<file path="config.mk">
export PLATFORM = sky130hd
export DESIGN_NAME = mux_n_to_1_reg_flat
export DESIGN_NICKNAME = d
export VERILOG_FILES = /design/src/rtl/mux_n_to_1_reg_pkg.sv /design/src/rtl/mux_n_to_1_reg_if.sv /design/src/rtl/mux_n_to_1_reg_rr_arbiter.sv /design/src/rtl/mux_n_to_1_reg.sv /design/src/flat_wrapper.sv
export SDC_FILE = /design/constraint.sdc
export NUM_CORES = 1
export LEC_CHECK = 0
export BUFFER_PORTS_ARGS = -buffer_cell sky130_fd_sc_hd__buf_2
export CAP_MARGIN = 20
export CORE_ASPECT_RATIO = 0.6
export CORE_MARGIN = 5
export CORE_UTILIZATION = 40
export DETAILED_ROUTE_END_ITERATION = 10
export GPL_TIMING_DRIVEN = 0
export PLACE_DENSITY = 0.76
export SLEW_MARGIN = 20
export SYNTH_ARGS = -nofsm -noshare
export SYNTH_HDL_FRONTEND = slang
export SYNTH_SLANG_ARGS = --single-unit
</file>
<file path="constraint.sdc">
create_clock -name clk_i -period 3.5 [get_ports clk_i]
set_input_delay 1.05 -clock clk_i [delete_from_list [all_inputs] [get_ports clk_i]]
set_output_delay 1.05 -clock clk_i [all_outputs]
set_load 0.02 [all_outputs]
</file>
<file path="src/rtl/mux_n_to_1_reg_pkg.sv">
// Shared constants and helpers for the registered N-to-1 channel multiplexer.
package mux_pkg;

   localparam logic MODE_SEL = 1'b0;
   localparam logic MODE_RR  = 1'b1;
   localparam int   CH_MAX   = 16;

   // Select/channel-ID width: clog2 of the channel count, never below one bit.
   function automatic int sel_w_f(input int ch);
      return (ch > 1) ? $clog2(ch) : 1;
   endfunction

endpackage

</file>
<file path="src/rtl/mux_n_to_1_reg_if.sv">
// Channel-side and output-side handshake bundle of mux_n_to_1_reg.
interface mux_n_to_1_reg_if
   import mux_pkg::*;
#(
   parameter int WIDTH = 32,
   parameter int CH    = 4,
   parameter int SEL_W = sel_w_f(CH)
) ();

   logic [CH*WIDTH-1:0] data_i;
   logic [CH-1:0]       valid_i;
   logic [CH-1:0]       ready_o;
   logic [SEL_W-1:0]    select_i;
   logic                mode_i;
   logic [WIDTH-1:0]    data_o;
   logic [SEL_W-1:0]    chan_o;
   logic                valid_o;
   logic                ready_i;

   modport master (
      output data_i, valid_i, select_i, mode_i, ready_i,
      input  ready_o, data_o, chan_o, valid_o
   );

   modport slave (
      input  data_i, valid_i, select_i, mode_i, ready_i,
      output ready_o, data_o, chan_o, valid_o
   );

endinterface

</file>
<file path="src/rtl/mux_n_to_1_reg_rr_arbiter.sv">
// Combinational rotate-priority search: first requester above ptr, wrapping modulo CH.
module rr_arbiter
   import mux_pkg::*;
#(
   parameter  int CH    = 4,
   localparam int SEL_W = sel_w_f(CH)
) (
   input  logic [CH-1:0]    req,
   input  logic [SEL_W-1:0] ptr,
   output logic             gnt_valid,
   output logic [SEL_W-1:0] gnt_idx
);

   logic [SEL_W-1:0] idx;

   // Walk from the farthest offset down so the nearest requester after ptr wins.
   always_comb begin
      gnt_valid = 1'b0;
      gnt_idx   = '0;
      idx       = '0;
      for (int i = CH; i >= 1; i--) begin
         idx = SEL_W'((int'(ptr) + i) % CH);
         if (req[idx]) begin
            gnt_valid = 1'b1;
            gnt_idx   = idx;
         end
      end
   end

endmodule

</file>
<file path="src/rtl/mux_n_to_1_reg.sv">
// Registered N-to-1 channel mux with valid/ready on every side.
// Round-robin arbitration via mode_i is built only when MUX_RR_EN is defined.
module mux_n_to_1_reg
   import mux_pkg::*;
#(
   parameter int WIDTH = 32,
   parameter int CH    = 4,
   parameter int SEL_W = sel_w_f(CH)
) (
   input  logic            clk_i,
   input  logic            rst_i,
   mux_n_to_1_reg_if.slave bus
);

   localparam int NPAD = 1 << SEL_W;

   logic [NPAD-1:0]  req_pad;
   logic             sel_hit;
   logic             grant;
   logic             load_en;
   logic             xfer_in;
   logic [SEL_W-1:0] g;
   logic [CH-1:0]    ready_d;
   logic [WIDTH-1:0] data_q;
   logic [SEL_W-1:0] chan_q;
   logic             valid_q;

   // Zero padding above CH makes an out-of-range select a miss instead of an alias.
   assign req_pad = NPAD'(bus.valid_i);
   assign sel_hit = req_pad[bus.select_i];
   assign load_en = !valid_q || bus.ready_i;
   assign xfer_in = grant && load_en && !rst_i;

`ifdef MUX_RR_EN
   logic [SEL_W-1:0] rr_ptr;
   logic [SEL_W-1:0] rr_idx;
   logic             rr_valid;
   logic             rr_mode;

   assign rr_mode = (bus.mode_i == MODE_RR);

   rr_arbiter #(.CH(CH)) u_rr_arbiter (
      .req       (bus.valid_i),
      .ptr       (rr_ptr),
      .gnt_valid (rr_valid),
      .gnt_idx   (rr_idx)
   );

   assign grant = rr_mode ? rr_valid : sel_hit;
   assign g     = rr_mode ? rr_idx   : bus.select_i;

   always_ff @(posedge clk_i) begin
      if (rst_i)
         rr_ptr <= SEL_W'(CH - 1);
      else if (xfer_in && rr_mode)
         rr_ptr <= g;
   end
`else
   logic unused_mode;
   assign unused_mode = bus.mode_i;
   assign grant       = sel_hit;
   assign g           = bus.select_i;
`endif

   always_comb begin
      ready_d = '0;
      if (xfer_in)
         ready_d[g] = 1'b1;
   end

   always_ff @(posedge clk_i) begin
      if (rst_i) begin
         valid_q <= 1'b0;
         data_q  <= '0;
         chan_q  <= '0;
      end else if (xfer_in) begin
         valid_q <= 1'b1;
         data_q  <= bus.data_i[int'(g)*WIDTH +: WIDTH];
         chan_q  <= g;
      end else if (bus.ready_i) begin
         valid_q <= 1'b0;
      end
   end

   assign bus.ready_o = ready_d;
   assign bus.data_o  = data_q;
   assign bus.chan_o  = chan_q;
   assign bus.valid_o = valid_q;

endmodule

</file>
<file path="src/flat_wrapper.sv">
// flat-port wrapper written by rule: the top's interface ports become plain ports
module mux_n_to_1_reg_flat import mux_pkg::*;
#(
   parameter int WIDTH = 32,
   parameter int CH    = 4,
   parameter int SEL_W = sel_w_f(CH)
)
  (clk_i, rst_i, bus_data_i, bus_valid_i, bus_select_i, bus_mode_i, bus_ready_i, bus_ready_o, bus_data_o, bus_chan_o, bus_valid_o);
  mux_n_to_1_reg_if #(.WIDTH(WIDTH), .CH(CH), .SEL_W(SEL_W)) bus_i ();
  input  logic clk_i;
  input  logic rst_i;
  input wire logic [$bits(bus_i.data_i)-1:0] bus_data_i;
  input wire logic [$bits(bus_i.valid_i)-1:0] bus_valid_i;
  input wire logic [$bits(bus_i.select_i)-1:0] bus_select_i;
  input wire logic [$bits(bus_i.mode_i)-1:0] bus_mode_i;
  input wire logic [$bits(bus_i.ready_i)-1:0] bus_ready_i;
  output wire logic [$bits(bus_i.ready_o)-1:0] bus_ready_o;
  output wire logic [$bits(bus_i.data_o)-1:0] bus_data_o;
  output wire logic [$bits(bus_i.chan_o)-1:0] bus_chan_o;
  output wire logic [$bits(bus_i.valid_o)-1:0] bus_valid_o;
  assign bus_i.data_i = bus_data_i;
  assign bus_i.valid_i = bus_valid_i;
  assign bus_i.select_i = bus_select_i;
  assign bus_i.mode_i = bus_mode_i;
  assign bus_i.ready_i = bus_ready_i;
  assign bus_ready_o = bus_i.ready_o;
  assign bus_data_o = bus_i.data_o;
  assign bus_chan_o = bus_i.chan_o;
  assign bus_valid_o = bus_i.valid_o;
  mux_n_to_1_reg #(.WIDTH(WIDTH), .CH(CH), .SEL_W(SEL_W)) u_core (.clk_i(clk_i), .rst_i(rst_i), .bus(bus_i));
endmodule
</file>
==> flow_metrics.env <==
export IMPL_finalMaxSlewViolations=0
export IMPL_synth_enable_flop_cells=0
export IMPL_reg2reg_from="u_core.bus.valid_o"
export IMPL_ys_warn_count=0
export IMPL_route_vias_total=2777
export IMPL_sequential_to_total_area_share_from_yosys_stat_pct=26.8
export IMPL_antennaDiodeCount=0
export IMPL_drv_cap=0
export IMPL_worstMarginPinSlew_ps=753
export IMPL_rsz0062_at_grt="no"
export IMPL_synth_async_sr_flop_share_pct=0
export IMPL_cts_inserted_buffers=5
export IMPL_tritoncts_clock_tree="done"
export IMPL_required_ps=2450
export IMPL_postSynthNetCount=387
export IMPL_post_route_period_util_pct=97.5
export IMPL_grt_overflow=0
export IMPL_total_power_mw=1.14
export IMPL_synth_top_cells_by_area="sky130_fd_sc_hd__mux4_2 28%, sky130_fd_sc_hd__dfxtp_1 27%, sky130_fd_sc_hd__a21oi_2 11%"
export IMPL_post_synth_num_cell_types=15
export IMPL_vias_per_cell=5.43
export IMPL_boundaryPins=177
export IMPL_synth_most_common_cell="sky130_fd_sc_hd__inv_1"
export IMPL_post_route_drc_count=0
export IMPL_worst_setup_path_end_kind="primary output"
export IMPL_final_fill_count=592
export IMPL_yosys_top_cells_count="36 x sky130_fd_sc_hd__inv_1, 35 x sky130_fd_sc_hd__dfxtp_1, 34 x sky130_fd_sc_hd__a21oi_2, 34 x sky130_fd_sc_hd__a31o_1, 34 x sky130_fd_sc_hd__nand4_1"
export IMPL_cts_sinks=35
export IMPL_power_density_mw_per_mm2=310
export IMPL_ys_flop_type="sky130_fd_sc_hd__dfxtp_1"
export IMPL_cp_endpoint="bus_ready_o[2]"
export IMPL_r2r_end="u_core.bus.data_o[26]"
export IMPL_timing_critical_path_from="bus_select_i[0]"
export IMPL_multi_input_comb_area_mm2=0.00159
export IMPL_cellLeakagePower_nw=1.59
export IMPL_die_y_um=72.6
export IMPL_clock_latency_on_the_worst_skew_pair_ps=280
export IMPL_start_util_pct=42.0
export IMPL_yosysTopAreaCell="sky130_fd_sc_hd__mux4_2"
export IMPL_grt_pass1_vias=2928
export IMPL_detailedPlacementHpwl_um=7460
export IMPL_drt_pre_antenna_iters=4
export IMPL_routedWlPerCell_um=17.9
export IMPL_io_buffers=172
export IMPL_ys_ff_latch=35
export IMPL_die_width_um=114
export IMPL_floorplan_core_area_mm2=0.00622
export IMPL_post_route_cells_drive_above_1_share_pct=61.1
export IMPL_placement_rows=22
export IMPL_grt_antenna_before_repair=0
export IMPL_finalSetupViolCount=0
export IMPL_fin_hold_ws_ps=547
export IMPL_ctsLongestPathBuffers=2
export IMPL_flow_area_growth_from_synthesis_pct=40.5
export IMPL_finalWeightedCongestion=0.784
export IMPL_ctsHoldBuffers=0
export IMPL_finalHoldViolCount=0
export IMPL_max_clock_freq_ghz=0.293
export IMPL_mappedNetlistArea_mm2=0.00262
export IMPL_register_area_um2=701
export IMPL_critical_path_max_fanout=10
export IMPL_hold_path_class="reg2reg"
export IMPL_vdd_ir_drop_max_v=0.000186
export IMPL_grt_max_degree=11
export IMPL_first_pass_grt_wire_length_um=14500
export IMPL_clock_pin_slew_on_the_worst_setup_and_hold_paths_ps=70
export IMPL_worstRegToRegCells=4
export IMPL_start_kind="input pin"
export IMPL_ant_nets=0
export IMPL_wirelength_um=9170
export IMPL_track_usage_pct=22.3
export IMPL_ff2ff_setup_slack_ps=2060
export IMPL_fin_worst_skew_ps=9.21
export IMPL_layout_min_cycle_time_ps=3410
export IMPL_cts_root_buf="sky130_fd_sc_hd__clkbuf_8"
export IMPL_postSynthCellCount=249
export IMPL_total_die_area_mm2=0.00831
export IMPL_worstSetupPathType="in2out"
export IMPL_outcome="complete, no violations"
export IMPL_worstPathArrival_ps=2360
export IMPL_synth_top_cell_area_share_pct=28.4
export IMPL_maxSlewHeadroom_pct=49.8
export IMPL_h_tree_depth=2
export IMPL_finalNetCount=565
export IMPL_drtIter0Drc=140
export IMPL_synth_avg_cell_area_um2=10.5
[stage by stage]
stage                     setup slack [ps]  instances  setup TNS, ps  utilization (%)  cell area, um^2
after CTS                             29.8        512              0             59.0             3670
after detailed placement             -14.3        505          -23.2             57.6             3580
final                                 88.4        511              0             59.1             3670
after global routing                  11.3        511              0             59.1             3670
after global placement                18.5        505              0             57.6             3580
after floorplan                        228        249              0                -             2620
[state kept, by name (all words and copies together) (netlist names)]
signal              flops
u_core.bus.chan_o       2
u_core.bus.data_o      32
u_core.bus.valid_o      1
[cells in the final DEF, fill, tap and decap left out, drive strengths merged]
master and instances:
nand2b 1, and4 2, nor2 3, mux4 33, nand4 34, buf 191, clkbuf 21, a31o 34
clkinv 1, inv 37, dfxtp 35, a21oi 35
[kinds of logic (layout without fill, tap and decap cells)]
group,after synthesis,after routing,synth area share [%]
buf+inv,72,250,12.3
compound gates,69,69,23.0
simple gates,40,40,9.47
flops,35,35,26.8
mux,33,33,28.4
[per-layer routing]
layer	wire, um	vias up	track usage, %
li1	-	1308	-
met1	3740	1346	28.2
met2	4530	119	38.7
met3	844	4	6.30
met4	53	0	3.95
met5	0	-	0
[final cells by class]
class	count	share of cell area [%]
multi-input combinational	142	43.3
tap	84	2.86
inverter	37	3.78
clock buffer	6	2.25
sequential	35	19.1
buffer	33	4.94
timing repair buffer	173	23.6
clock inverter	1	0.136
[what timing repair did]
action	in CTS	in global routing
resized for setup	1	1
setup endpoints to repair	2	2
setup buffers	0	1
hold endpoints to repair	0	0
[how the worst min path moves through the flow]
stage | startpoint | to | slack (ps) | cells past startpoint
floorplan | u_core.bus.chan_o[0] | u_core.bus.chan_o[0] | 620 | 3
global placement | u_core.bus.data_o[26] | u_core.bus.data_o[26] | 530 | 3
detailed placement | u_core.bus.data_o[24] | u_core.bus.data_o[24] | 540 | 3
CTS | u_core.bus.data_o[24] | u_core.bus.data_o[24] | 550 | 3
global route | u_core.bus.data_o[25] | u_core.bus.data_o[25] | 570 | 3
finish | u_core.bus.data_o[31] | u_core.bus.data_o[31] | 550 | 3
[critical path: stages]
cell and delay [ps]:
sky130_fd_sc_hd__buf_8 130, sky130_fd_sc_hd__mux4_2 510, sky130_fd_sc_hd__buf_6 150, sky130_fd_sc_hd__buf_6 140
sky130_fd_sc_hd__nand4_1 150, sky130_fd_sc_hd__nor2_1 50, sky130_fd_sc_hd__buf_2 160
[power by group]
group | internal (mW) | leakage, nW | switching (mW)
combinational | 0.194 | 1.25 | 0.206
clock | 0.155 | 0.0470 | 0.145
sequential | 0.425 | 0.286 | 0.0133
total | 0.773 | 1.59 | 0.364
Power figures use the tool's default switching activity.
